`config.mk`:
```
export PLATFORM = sky130hd
export DESIGN_NAME = simd_iter_divider
export DESIGN_NICKNAME = d
export VERILOG_FILES = /design/src/rtl/simd_iter_divider.sv
export SDC_FILE = /design/constraint.sdc
export NUM_CORES = 1
export LEC_CHECK = 0
export ABC_AREA = 1
export BUFFER_PORTS_ARGS = -buffer_cell sky130_fd_sc_hd__buf_2
export CORE_MARGIN = 8
export CORE_UTILIZATION = 35
export DETAILED_ROUTE_END_ITERATION = 6
export HOLD_SLACK_MARGIN = 0.12
export SYNTH_ARGS = -nofsm -noshare
export SYNTH_HDL_FRONTEND = slang
export SYNTH_SLANG_ARGS = --single-unit
```
`constraint.sdc`:
```
create_clock -name clk -period 3.3 [get_ports clk]
set_clock_uncertainty 0.2 [all_clocks]
set_input_delay 0.33 -clock clk [delete_from_list [all_inputs] [get_ports clk]]
set_output_delay 0.33 -clock clk [all_outputs]
set_load 0.01 [all_outputs]
```
`src/rtl/simd_iter_divider.sv`:
```
// ----------------------------------------------------------------------------
// simd_iter_divider
//   Multi-cycle signed integer divider for one SIMD lane. It uses a restoring
//   algorithm that produces one quotient bit per clock. Divide-by-zero and
//   MIN/-1 overflow give saturated results and bypass the iteration.
//
// Ports
//   clk          rising-edge clock
//   reset        asynchronous, active-low reset
//   in_valid     dividend/divisor valid (sampled only while in_ready=1)
//   in_ready     high in IDLE: an operation can be accepted
//   dividend     signed numerator
//   divisor      signed denominator
//   flush        synchronous abort; has priority over accept and out_ready
//   out_valid    result valid (high in DONE)
//   out_ready    consumer accepts the result
//   quotient     signed quotient, truncated toward zero
//   remainder    signed remainder, takes the sign of the dividend
//   div_by_zero  status flag, qualified by out_valid
//   overflow     status flag, qualified by out_valid
// ----------------------------------------------------------------------------
module simd_iter_divider #(
  parameter int BIT_WIDTH = 32,
  parameter int CNT_BITS  = 6
) (
  input  logic                 clk,
  input  logic                 reset,
  input  logic                 in_valid,
  output logic                 in_ready,
  input  logic [BIT_WIDTH-1:0] dividend,
  input  logic [BIT_WIDTH-1:0] divisor,
  input  logic                 flush,
  output logic                 out_valid,
  input  logic                 out_ready,
  output logic [BIT_WIDTH-1:0] quotient,
  output logic [BIT_WIDTH-1:0] remainder,
  output logic                 div_by_zero,
  output logic                 overflow
);

  localparam logic [BIT_WIDTH-1:0] MAX_POS  = {1'b0, {(BIT_WIDTH-1){1'b1}}};
  localparam logic [BIT_WIDTH-1:0] MIN_NEG  = {1'b1, {(BIT_WIDTH-1){1'b0}}};
  localparam logic [BIT_WIDTH-1:0] MINUS_1  = {BIT_WIDTH{1'b1}};
  localparam logic [CNT_BITS-1:0]  CNT_INIT = CNT_BITS'(BIT_WIDTH - 1);

  typedef enum logic [1:0] {IDLE, CALC, FIX, DONE} state_t;

  state_t                 state_reg, state_next;
  logic [CNT_BITS-1:0]    cnt_reg, cnt_next;
  logic [BIT_WIDTH-1:0]   rem_reg, rem_next;     // partial remainder magnitude
  logic [BIT_WIDTH-1:0]   quo_reg, quo_next;     // dividend shifts out, quotient shifts in
  logic [BIT_WIDTH-1:0]   dvsr_reg, dvsr_next;   // |divisor|
  logic                   neg_q_reg, neg_q_next;
  logic                   neg_r_reg, neg_r_next;
  logic [BIT_WIDTH-1:0]   quotient_reg, quotient_next;
  logic [BIT_WIDTH-1:0]   remainder_reg, remainder_next;
  logic                   dbz_reg, dbz_next;
  logic                   ovf_reg, ovf_next;

  logic [BIT_WIDTH-1:0]   abs_dividend, abs_divisor;
  logic [BIT_WIDTH:0]     shifted_rem, trial;
  logic [BIT_WIDTH-1:0]   quo_neg, rem_neg;

  always_ff @(posedge clk or negedge reset) begin
    if (!reset) begin
      state_reg     <= IDLE;
      cnt_reg       <= '0;
      rem_reg       <= '0;
      quo_reg       <= '0;
      dvsr_reg      <= '0;
      neg_q_reg     <= 1'b0;
      neg_r_reg     <= 1'b0;
      quotient_reg  <= '0;
      remainder_reg <= '0;
      dbz_reg       <= 1'b0;
      ovf_reg       <= 1'b0;
    end else begin
      state_reg     <= state_next;
      cnt_reg       <= cnt_next;
      rem_reg       <= rem_next;
      quo_reg       <= quo_next;
      dvsr_reg      <= dvsr_next;
      neg_q_reg     <= neg_q_next;
      neg_r_reg     <= neg_r_next;
      quotient_reg  <= quotient_next;
      remainder_reg <= remainder_next;
      dbz_reg       <= dbz_next;
      ovf_reg       <= ovf_next;
    end
  end

  always_comb begin
    state_next     = state_reg;
    cnt_next       = cnt_reg;
    rem_next       = rem_reg;
    quo_next       = quo_reg;
    dvsr_next      = dvsr_reg;
    neg_q_next     = neg_q_reg;
    neg_r_next     = neg_r_reg;
    quotient_next  = quotient_reg;
    remainder_next = remainder_reg;
    dbz_next       = dbz_reg;
    ovf_next       = ovf_reg;

    // |MIN| wraps to 2^(BIT_WIDTH-1), which is still correct as an unsigned magnitude.
    abs_dividend = dividend[BIT_WIDTH-1] ? (~dividend + 1'b1) : dividend;
    abs_divisor  = divisor[BIT_WIDTH-1]  ? (~divisor + 1'b1)  : divisor;

    // The partial remainder is always below |divisor| <= 2^(BIT_WIDTH-1), so
    // after the shift it fits in BIT_WIDTH bits. The extra MSB of the trial
    // result is its sign.
    shifted_rem = {rem_reg, quo_reg[BIT_WIDTH-1]};
    trial       = shifted_rem - {1'b0, dvsr_reg};

    quo_neg = ~quo_reg + 1'b1;
    rem_neg = ~rem_reg + 1'b1;

    if (flush) begin
      // Abort: the data outputs keep their old value and the flags drop.
      state_next = IDLE;
      dbz_next   = 1'b0;
      ovf_next   = 1'b0;
    end else begin
      case (state_reg)
        IDLE: begin
          if (in_valid) begin
            neg_q_next = dividend[BIT_WIDTH-1] ^ divisor[BIT_WIDTH-1];
            neg_r_next = dividend[BIT_WIDTH-1];
            dvsr_next  = abs_divisor;
            quo_next   = abs_dividend;
            rem_next   = '0;
            cnt_next   = CNT_INIT;
            if (divisor == '0) begin
              quotient_next  = dividend[BIT_WIDTH-1] ? MIN_NEG : MAX_POS;
              remainder_next = dividend;
              dbz_next       = 1'b1;
              state_next     = DONE;
            end else if (dividend == MIN_NEG && divisor == MINUS_1) begin
              quotient_next  = MAX_POS;
              remainder_next = '0;
              ovf_next       = 1'b1;
              state_next     = DONE;
            end else begin
              state_next = CALC;
            end
          end
        end
        CALC: begin
          if (!trial[BIT_WIDTH]) begin
            rem_next = trial[BIT_WIDTH-1:0];
            quo_next = {quo_reg[BIT_WIDTH-2:0], 1'b1};
          end else begin
            rem_next = shifted_rem[BIT_WIDTH-1:0];
            quo_next = {quo_reg[BIT_WIDTH-2:0], 1'b0};
          end
          if (cnt_reg == '0) begin
            state_next = FIX;
          end else begin
            cnt_next = cnt_reg - 1'b1;
          end
        end
        FIX: begin
          quotient_next  = neg_q_reg ? quo_neg : quo_reg;
          remainder_next = neg_r_reg ? rem_neg : rem_reg;
          state_next     = DONE;
        end
        DONE: begin
          if (out_ready) begin
            state_next = IDLE;
            dbz_next   = 1'b0;
            ovf_next   = 1'b0;
          end
        end
        default: state_next = IDLE;
      endcase
    end
  end

  assign in_ready    = (state_reg == IDLE);
  assign out_valid   = (state_reg == DONE);
  assign quotient    = quotient_reg;
  assign remainder   = remainder_reg;
  assign div_by_zero = dbz_reg;
  assign overflow    = ovf_reg;

endmodule

```
==> results of run 1 <==
==> critical path, stage by stage (launching register included) <==
cell	delay [ns]
sky130_fd_sc_hd__dfrtp_1	0.35
sky130_fd_sc_hd__inv_1	0.09
sky130_fd_sc_hd__ha_1	0.28
sky130_fd_sc_hd__fa_1	0.43
sky130_fd_sc_hd__inv_1	0.09
sky130_fd_sc_hd__nand2_1	0.05
sky130_fd_sc_hd__nand2_1	0.07
sky130_fd_sc_hd__nand3_1	0.09
sky130_fd_sc_hd__nand2_2	0.12
sky130_fd_sc_hd__nand2_1	0.07
sky130_fd_sc_hd__nand2_2	0.08
sky130_fd_sc_hd__nand2_2	0.07
sky130_fd_sc_hd__nand2_1	0.10
sky130_fd_sc_hd__nand2_2	0.06
sky130_fd_sc_hd__nand2_1	0.18
sky130_fd_sc_hd__buf_4	0.27
sky130_fd_sc_hd__nand2_1	0.09
sky130_fd_sc_hd__nand3_1	0.08
sky130_fd_sc_hd__nand2_1	0.06
==> worst paths after layout <==
kind | start | to | slack (ns) | cells after the start
max in group asynchronous | reset | dvsr_reg[10]$_DFFE_PN0P_ | 1.90 | 3
min in group asynchronous | reset | remainder[12]$_DFFE_PN0P_ | 0.23 | 2
min | divisor[7] | dvsr_reg[7]$_DFFE_PN0P_ | 0.13 | 3
min reg2reg | remainder[17]$_DFFE_PN0P_ | remainder[17]$_DFFE_PN0P_ | 0.28 | 2
max reg2reg | quo_reg[31]$_DFFE_PN0P_ | rem_reg[11]$_DFFE_PN0P_ | 0.36 | 18
max | quo_reg[31]$_DFFE_PN0P_ | rem_reg[11]$_DFFE_PN0P_ | 0.36 | 18
==> layout by cell type, fill, tap and decap left out, types with 27 or more instances in the layout <==
| cell | n |
|---|---|
| sky130_fd_sc_hd__buf_4 | 27 |
| sky130_fd_sc_hd__inv_1 | 303 |
| sky130_fd_sc_hd__a21oi_1 | 140 |
| sky130_fd_sc_hd__nand3_1 | 260 |
| sky130_fd_sc_hd__dlygate4sd3_1 | 37 |
| sky130_fd_sc_hd__nand2_1 | 703 |
| sky130_fd_sc_hd__ha_1 | 42 |
| sky130_fd_sc_hd__o21ai_0 | 155 |
| sky130_fd_sc_hd__nor3_1 | 28 |
| sky130_fd_sc_hd__dfrtp_1 | 172 |
| sky130_fd_sc_hd__nor2_1 | 200 |
| sky130_fd_sc_hd__buf_2 | 135 |
| sky130_fd_sc_hd__nand4_1 | 35 |
==> power by group <==
group	internal, mW	switching (mW)
sequential	2.90	0.792
clock	1.24	0.941
combinational	3.53	7.53
total	7.67	9.27
==> metrics by stage <==
stage / hold WS (ns) / util
floorplan: -0.166 / -
global placement: 0.147 / 0.384
detailed placement: 0.143 / 0.384
CTS: 0.122 / 0.409
global route: 0.139 / 0.409
finish: 0.135 / 0.409
==> cell families (layout without fill, tap and decap cells) <==
logic type               after synthesis  after routing  synth area share
adder cells (fa/ha/maj)               44             44            0.0400
AND/OR/NAND/NOR                     1268           1268             0.382
buffers and inverters                388            544             0.111
AO/OA/AOI/OAI                        350            350             0.133
flip-flops                           172            172             0.308
XOR/XNOR                              40             40            0.0251
==> what timing repair did <==
item | CTS | global route
hold endpoints to repair | 93 | 0
hold buffers | 37 | 0
setup endpoints to repair | 0 | 0
==> per-layer routing <==
| layer | wire length, µm | vias up | global-route usage |
|---|---|---|---|
| li1 | - | 7570 | - |
| met1 | 23100 | 7098 | 0.296 |
| met2 | 23200 | 610 | 0.343 |
| met3 | 3670 | 73 | 0.0362 |
| met4 | 1360 | 0 | 0.0674 |
| met5 | 0 | - | 0 |
==> final cells by class <==
class,count,area share
repair buffers,203,0.0816
well taps,525,0.0406
flip-flops and latches,172,0.266
clock inverters,11,0.00951
multi-input cells,1702,0.502
clock buffers,21,0.0285
inverters,309,0.0717
==> run_summary.xml, run 1 <==
<?xml version="1.0" encoding="UTF-8"?>
<metrics>
  <group name="drt">
    <metric name="drc" unit="">0</metric>
    <metric name="drt_iter0_drc" unit="">1377</metric>
    <metric name="wirelength" unit="mm">51.3</metric>
    <metric name="vias_per_cell" unit="">5.22</metric>
    <metric name="mean_routed_wirelength_per_cell" unit="µm">17.4</metric>
    <metric name="vias" unit="">15400</metric>
    <metric name="antenna_violating_nets_post_route" unit="">0</metric>
    <metric name="total_iterations_of_the_first_detailed_routing_run" unit="">7</metric>
  </group>
  <group name="logic_synthesis">
    <metric name="postSynthAreaPerCell" unit="µm²">6.17</metric>
    <metric name="synth_top_cells_by_count" unit="">sky130_fd_sc_hd__nand2_1, sky130_fd_sc_hd__inv_1, sky130_fd_sc_hd__nand3_1</metric>
    <metric name="synth_largest_area_cell" unit="">sky130_fd_sc_hd__dfrtp_1</metric>
    <metric name="synth_most_common_cell" unit="">sky130_fd_sc_hd__nand2_1</metric>
    <metric name="synth_seq_cells" unit="">172</metric>
    <metric name="syn-instance-count" unit="">2262</metric>
    <metric name="netlist-cell-type-count" unit="">44</metric>
    <metric name="ys_top_cells_by_area" unit="">sky130_fd_sc_hd__dfrtp_1, sky130_fd_sc_hd__nand2_1, sky130_fd_sc_hd__nand3_1, sky130_fd_sc_hd__inv_1, sky130_fd_sc_hd__o21ai_0</metric>
    <metric name="most_used_dff_post_synth" unit="">sky130_fd_sc_hd__dfrtp_1</metric>
    <metric name="synth_top_area_share" unit="">0.308</metric>
    <metric name="synth.net_count" unit="">2375</metric>
    <metric name="synth_edf_count" unit="">0</metric>
    <metric name="async_flop_share" unit="">1.00</metric>
    <metric name="synth_seq_area_share" unit="">0.308</metric>
    <metric name="post_synth_instance_area" unit="µm²">14000</metric>
    <metric name="yosysWarningCount" unit="">0</metric>
  </group>
  <group name="floorplan">
    <metric name="die_x" unit="µm">216</metric>
    <metric name="pin_count" unit="">137</metric>
    <metric name="placeableCoreArea" unit="µm²">39500</metric>
    <metric name="fp-row-count" unit="">73</metric>
    <metric name="fp.dieH" unit="µm">216</metric>
    <metric name="design.die.area" unit="µm²">46600</metric>
    <metric name="initial_utilization" unit="">0.353</metric>
  </group>
  <group name="global_route">
    <metric name="grt_pass1_wl" unit="mm">80.7</metric>
    <metric name="grt.overflow.total" unit="">0</metric>
    <metric name="via_count_of_the_first_global_routing_pass" unit="">14400</metric>
    <metric name="maximum_number_of_pins_on_one_net_before_global_route_repair" unit="">66</metric>
    <metric name="antenna_violations_before_repair" unit="">0</metric>
    <metric name="globalRouteTotalUtil" unit="">0.216</metric>
  </group>
  <group name="finish">
    <metric name="multi_input_area" unit="µm²">8130</metric>
    <metric name="layout.area.seq" unit="µm²">4300</metric>
    <metric name="final_design_area_no_fill" unit="µm²">16200</metric>
    <metric name="non_filler_instance_count_after_layout" unit="">2943</metric>
    <metric name="area_growth" unit="%">15.9</metric>
    <metric name="layout-drive-gt1-share" unit="">0.0964</metric>
    <metric name="insertedDiodeCount" unit="">0</metric>
    <metric name="layout.filler_cells" unit="">4275</metric>
    <metric name="final_nets" unit="">2518</metric>
  </group>
  <group name="timing">
    <metric name="grt_setup_unrepaired" unit="">false</metric>
    <metric name="post_route_fraction_of_the_period_consumed_by_the_critical_path" unit="">0.891</metric>
    <metric name="setup_viol" unit="">0</metric>
    <metric name="relative_max_transition_margin" unit="">0.398</metric>
    <metric name="final_min_period" unit="ns">2.94</metric>
    <metric name="tightestPinTransition" unit="ns">0.901</metric>
    <metric name="final-hold-violation-count" unit="">0</metric>
    <metric name="setup_tns" unit="ns">0</metric>
    <metric name="post-route-worst-setup-slack" unit="ns">0.360</metric>
    <metric name="clock.fmax" unit="MHz">340</metric>
    <metric name="drv_slew" unit="">0</metric>
  </group>
  <group name="pwr">
    <metric name="finalPower" unit="mW">16.9</metric>
    <metric name="vdd.ir_drop.worst" unit="µV">487</metric>
    <metric name="pwr_density_cell" unit="nW/µm²">1050</metric>
    <metric name="leakagePower" unit="nW">8.38</metric>
  </group>
  <group name="clock_tree">
    <metric name="cts_tree" unit="">built</metric>
    <metric name="clock_insertion_delay_worst_skew" unit="ns">0.46</metric>
    <metric name="cts_setup_buffers" unit="">0</metric>
    <metric name="number_of_cells_upsized_or_downsized_after_cts" unit="">0</metric>
    <metric name="clk_path_buf_depth" unit="">2</metric>
    <metric name="cts_buffer_count" unit="">17</metric>
    <metric name="cts.sink_count" unit="">172</metric>
    <metric name="cts_htree_levels" unit="">4</metric>
    <metric name="clk_pin_slew" unit="ns">0.07</metric>
    <metric name="clk_root_buffer_cell" unit="">sky130_fd_sc_hd__clkbuf_16</metric>
  </group>
  <group name="critical_path">
    <metric name="worst_setup_path_end_kind" unit="">register</metric>
    <metric name="worst-setup-path-type" unit="">register to register</metric>
    <metric name="critPathArrivalTime" unit="ns">3.09</metric>
    <metric name="crit_fanout" unit="">19</metric>
    <metric name="crit_required" unit="ns">3.45</metric>
    <metric name="worst_setup_path_start_kind" unit="">register</metric>
  </group>
  <group name="place">
    <metric name="placed_cell_area" unit="µm²">15200</metric>
    <metric name="place.port_buffers" unit="">136</metric>
    <metric name="dpl.cell_count" unit="">2874</metric>
    <metric name="detailed_place_hpwl" unit="mm">40.2</metric>
    <metric name="gp_routability_congestion" unit="">0.974</metric>
    <metric name="pre_cts_ws" unit="ns">0.397</metric>
  </group>
  <group name="status">
    <metric name="outcome" unit="">complete, no violations</metric>
  </group>
  <group name="hold_path">
    <metric name="hold_path_class" unit="">input pin to register</metric>
  </group>
  <group name="flow_run">
    <metric name="cap_violations" unit="">0</metric>
  </group>
</metrics>
Power figures use the tool's default switching activity.
==> run 2: changes to the inputs <==
- CORE_UTILIZATION: 35 -> 40
==> run 2 against run 1 <==
Cell count decreased by 2.2%. Die area down 12%. Total power up 1.1%. Sequential power barely moved. Combinational power about the same. Count of clock-buffer cells in the layout down 2. Sequential cell count unchanged. Register-to-register slack lost 0.08 ns. Sequential share of layout area increased by 0.13 points. Critical endpoint is now rem_reg[26]$_DFFE_PN0P_. Largest power group unchanged.
==> run_summary.xml, run 2 (synthesis results as in run 1) <==
<?xml version="1.0" encoding="UTF-8"?>
<metrics>
  <group name="finish">
    <metric name="area_growth" unit="%">15.3</metric>
    <metric name="insertedDiodeCount" unit="">0</metric>
    <metric name="non_filler_instance_count_after_layout" unit="">2878</metric>
    <metric name="layout-drive-gt1-share" unit="">0.0995</metric>
    <metric name="multi_input_area" unit="µm²">8130</metric>
    <metric name="final_common_cell" unit="">sky130_fd_sc_hd__nand2_1</metric>
    <metric name="layout.filler_cells" unit="">3672</metric>
    <metric name="final_core_util" unit="">0.467</metric>
    <metric name="layout_common_cells" unit="">sky130_fd_sc_hd__nand2_1, sky130_fd_sc_hd__inv_1, sky130_fd_sc_hd__nand3_1</metric>
    <metric name="final_nets" unit="">2523</metric>
    <metric name="layout.area.seq" unit="µm²">4300</metric>
  </group>
  <group name="clock_tree">
    <metric name="cts_htree_levels" unit="">4</metric>
    <metric name="clk_pin_slew" unit="ns">0.07</metric>
    <metric name="clock_insertion_delay_worst_skew" unit="ns">0.45</metric>
    <metric name="cts.sink_count" unit="">172</metric>
    <metric name="cts_setup_buffers" unit="">0</metric>
    <metric name="cts_tree" unit="">built</metric>
    <metric name="cts_buffer_count" unit="">17</metric>
    <metric name="clk_root_buffer_cell" unit="">sky130_fd_sc_hd__clkbuf_16</metric>
    <metric name="clk_path_buf_depth" unit="">2</metric>
  </group>
  <group name="drt">
    <metric name="vias" unit="">15300</metric>
    <metric name="vias_per_cell" unit="">5.31</metric>
    <metric name="total_iterations_of_the_first_detailed_routing_run" unit="">6</metric>
    <metric name="drc" unit="">0</metric>
    <metric name="drt_iter0_drc" unit="">1319</metric>
    <metric name="mean_routed_wirelength_per_cell" unit="µm">17.9</metric>
    <metric name="wl_met3" unit="mm">3.88</metric>
    <metric name="dr_wl_met2" unit="mm">22.8</metric>
    <metric name="antenna_violating_nets_post_route" unit="">0</metric>
    <metric name="wirelength" unit="mm">51.5</metric>
    <metric name="maxUsedRoutingLayer" unit="">met4</metric>
    <metric name="wl_met1" unit="mm">23.5</metric>
  </group>
  <group name="timing">
    <metric name="tightestPinTransition" unit="ns">0.629</metric>
    <metric name="grt_setup_unrepaired" unit="">false</metric>
    <metric name="relative_max_transition_margin" unit="">0.581</metric>
    <metric name="drv_slew" unit="">0</metric>
    <metric name="final_min_period" unit="ns">3.02</metric>
    <metric name="final-hold-violation-count" unit="">0</metric>
    <metric name="clock.fmax" unit="MHz">331</metric>
    <metric name="setup_tns" unit="ns">0</metric>
    <metric name="post_route_fraction_of_the_period_consumed_by_the_critical_path" unit="">0.916</metric>
    <metric name="post-route-worst-setup-slack" unit="ns">0.277</metric>
    <metric name="setup_viol" unit="">0</metric>
  </group>
  <group name="place">
    <metric name="gp_routability_congestion" unit="">0.965</metric>
    <metric name="pre_cts_ws" unit="ns">0.268</metric>
    <metric name="detailed_place_hpwl" unit="mm">40.7</metric>
    <metric name="place.port_buffers" unit="">136</metric>
    <metric name="dpl.cell_count" unit="">2812</metric>
  </group>
  <group name="critical_path">
    <metric name="worst_setup_path_end_kind" unit="">register</metric>
    <metric name="worst_setup_path_start_kind" unit="">register</metric>
    <metric name="worst-setup-path-type" unit="">register to register</metric>
    <metric name="critPathArrivalTime" unit="ns">3.16</metric>
    <metric name="reg2regPathDepth" unit="">18</metric>
    <metric name="crit_required" unit="ns">3.43</metric>
    <metric name="crit_fanout" unit="">30</metric>
  </group>
  <group name="floorplan">
    <metric name="fp-row-count" unit="">68</metric>
    <metric name="initial_utilization" unit="">0.405</metric>
    <metric name="design.die.area" unit="µm²">41200</metric>
    <metric name="pin_count" unit="">137</metric>
    <metric name="placeableCoreArea" unit="µm²">34500</metric>
    <metric name="die_x" unit="µm">203</metric>
    <metric name="fp.dieH" unit="µm">203</metric>
  </group>
  <group name="pwr">
    <metric name="vdd.ir_drop.worst" unit="µV">506</metric>
    <metric name="leakagePower" unit="nW">8.39</metric>
    <metric name="pwr_density_cell" unit="nW/µm²">1060</metric>
    <metric name="finalPower" unit="mW">17.1</metric>
  </group>
  <group name="global_route">
    <metric name="antenna_violations_before_repair" unit="">0</metric>
    <metric name="grt.overflow.total" unit="">0</metric>
    <metric name="via_count_of_the_first_global_routing_pass" unit="">14300</metric>
    <metric name="grt_pass1_wl" unit="mm">80.7</metric>
    <metric name="globalRouteTotalUtil" unit="">0.247</metric>
    <metric name="maximum_number_of_pins_on_one_net_before_global_route_repair" unit="">94</metric>
  </group>
  <group name="flow_run">
    <metric name="cap_violations" unit="">0</metric>
  </group>
  <group name="hold_path">
    <metric name="holdPathStages" unit="">5</metric>
    <metric name="hold_path_class" unit="">input pin to register</metric>
  </group>
  <group name="status">
    <metric name="outcome" unit="">complete, no violations</metric>
  </group>
</metrics>
-- run 2: layer usage --
metal	track usage	vias to the layer above
met2	0.388	546
met3	0.0362	71
met5	0	-
li1	-	7594
met4	0.0818	0
met1	0.343	7058
-- run 2: what timing repair did --
action                                  in CTS  in global routing
gates resized for setup                      0                  1
hold buffers                                34                  0
endpoints found under the hold margin      129                  0
endpoints found under the setup margin       0                  1
-- run 2: critical path, stage by stage, from the launching register on --
cell and delay (ns):
sky130_fd_sc_hd__dfrtp_1 0.35, sky130_fd_sc_hd__inv_1 0.10, sky130_fd_sc_hd__ha_1 0.24, sky130_fd_sc_hd__fa_1 0.43, sky130_fd_sc_hd__inv_1 0.09, sky130_fd_sc_hd__nand2_1 0.05, sky130_fd_sc_hd__nand2_1 0.07, sky130_fd_sc_hd__nand3_1 0.09
sky130_fd_sc_hd__nand2_2 0.12, sky130_fd_sc_hd__nand2_1 0.07, sky130_fd_sc_hd__nand2_2 0.08, sky130_fd_sc_hd__nand2_2 0.07, sky130_fd_sc_hd__nand2_1 0.10, sky130_fd_sc_hd__nand2_2 0.20, sky130_fd_sc_hd__nand2_1 0.13, sky130_fd_sc_hd__buf_6 0.24
sky130_fd_sc_hd__nand2_1 0.10, sky130_fd_sc_hd__nand3_1 0.08, sky130_fd_sc_hd__nand2_1 0.06
-- run 2: power by group --
part | total, mW | internal, mW | switching [mW]
logic | 11.3 | 3.55 | 7.72
clock network | 2.18 | 1.21 | 0.972
registers | 3.66 | 2.90 | 0.767
total | 17.1 | 7.66 | 9.46
-- run 2: metrics by stage --
stage	cell area, µm²	hold slack, ns
after floorplan	14000	-0.166
after global placement	15100	0.0875
after detailed placement	15100	0.0896
after CTS	16100	0.121
after global routing	16100	0.147
final	16100	0.135
-- run 2: cell type report --
| type | count | share of cell area |
|---|---|---|
| multi-input cells | 1702 | 0.505 |
| flip-flops and latches | 172 | 0.267 |
| repair buffers | 208 | 0.0825 |
| inverters | 309 | 0.0720 |
| well taps | 455 | 0.0354 |
| clock buffers | 19 | 0.0269 |
| clock inverters | 13 | 0.0114 |
-- run 2: worst paths after layout --
path | start | to | slack [ns]
worst max register to register | quo_reg[31]$_DFFE_PN0P_ | rem_reg[26]$_DFFE_PN0P_ | 0.28
max in group asynchronous | reset | cnt_reg[2]$_DFFE_PN0P_ | 1.83
min in group asynchronous | reset | remainder[4]$_DFFE_PN0P_ | 0.17
worst max-delay path | quo_reg[31]$_DFFE_PN0P_ | rem_reg[26]$_DFFE_PN0P_ | 0.28
worst min-delay path | dividend[30] | quo_reg[30]$_DFFE_PN0P_ | 0.14
worst min register to register | remainder[24]$_DFFE_PN0P_ | remainder[24]$_DFFE_PN0P_ | 0.27
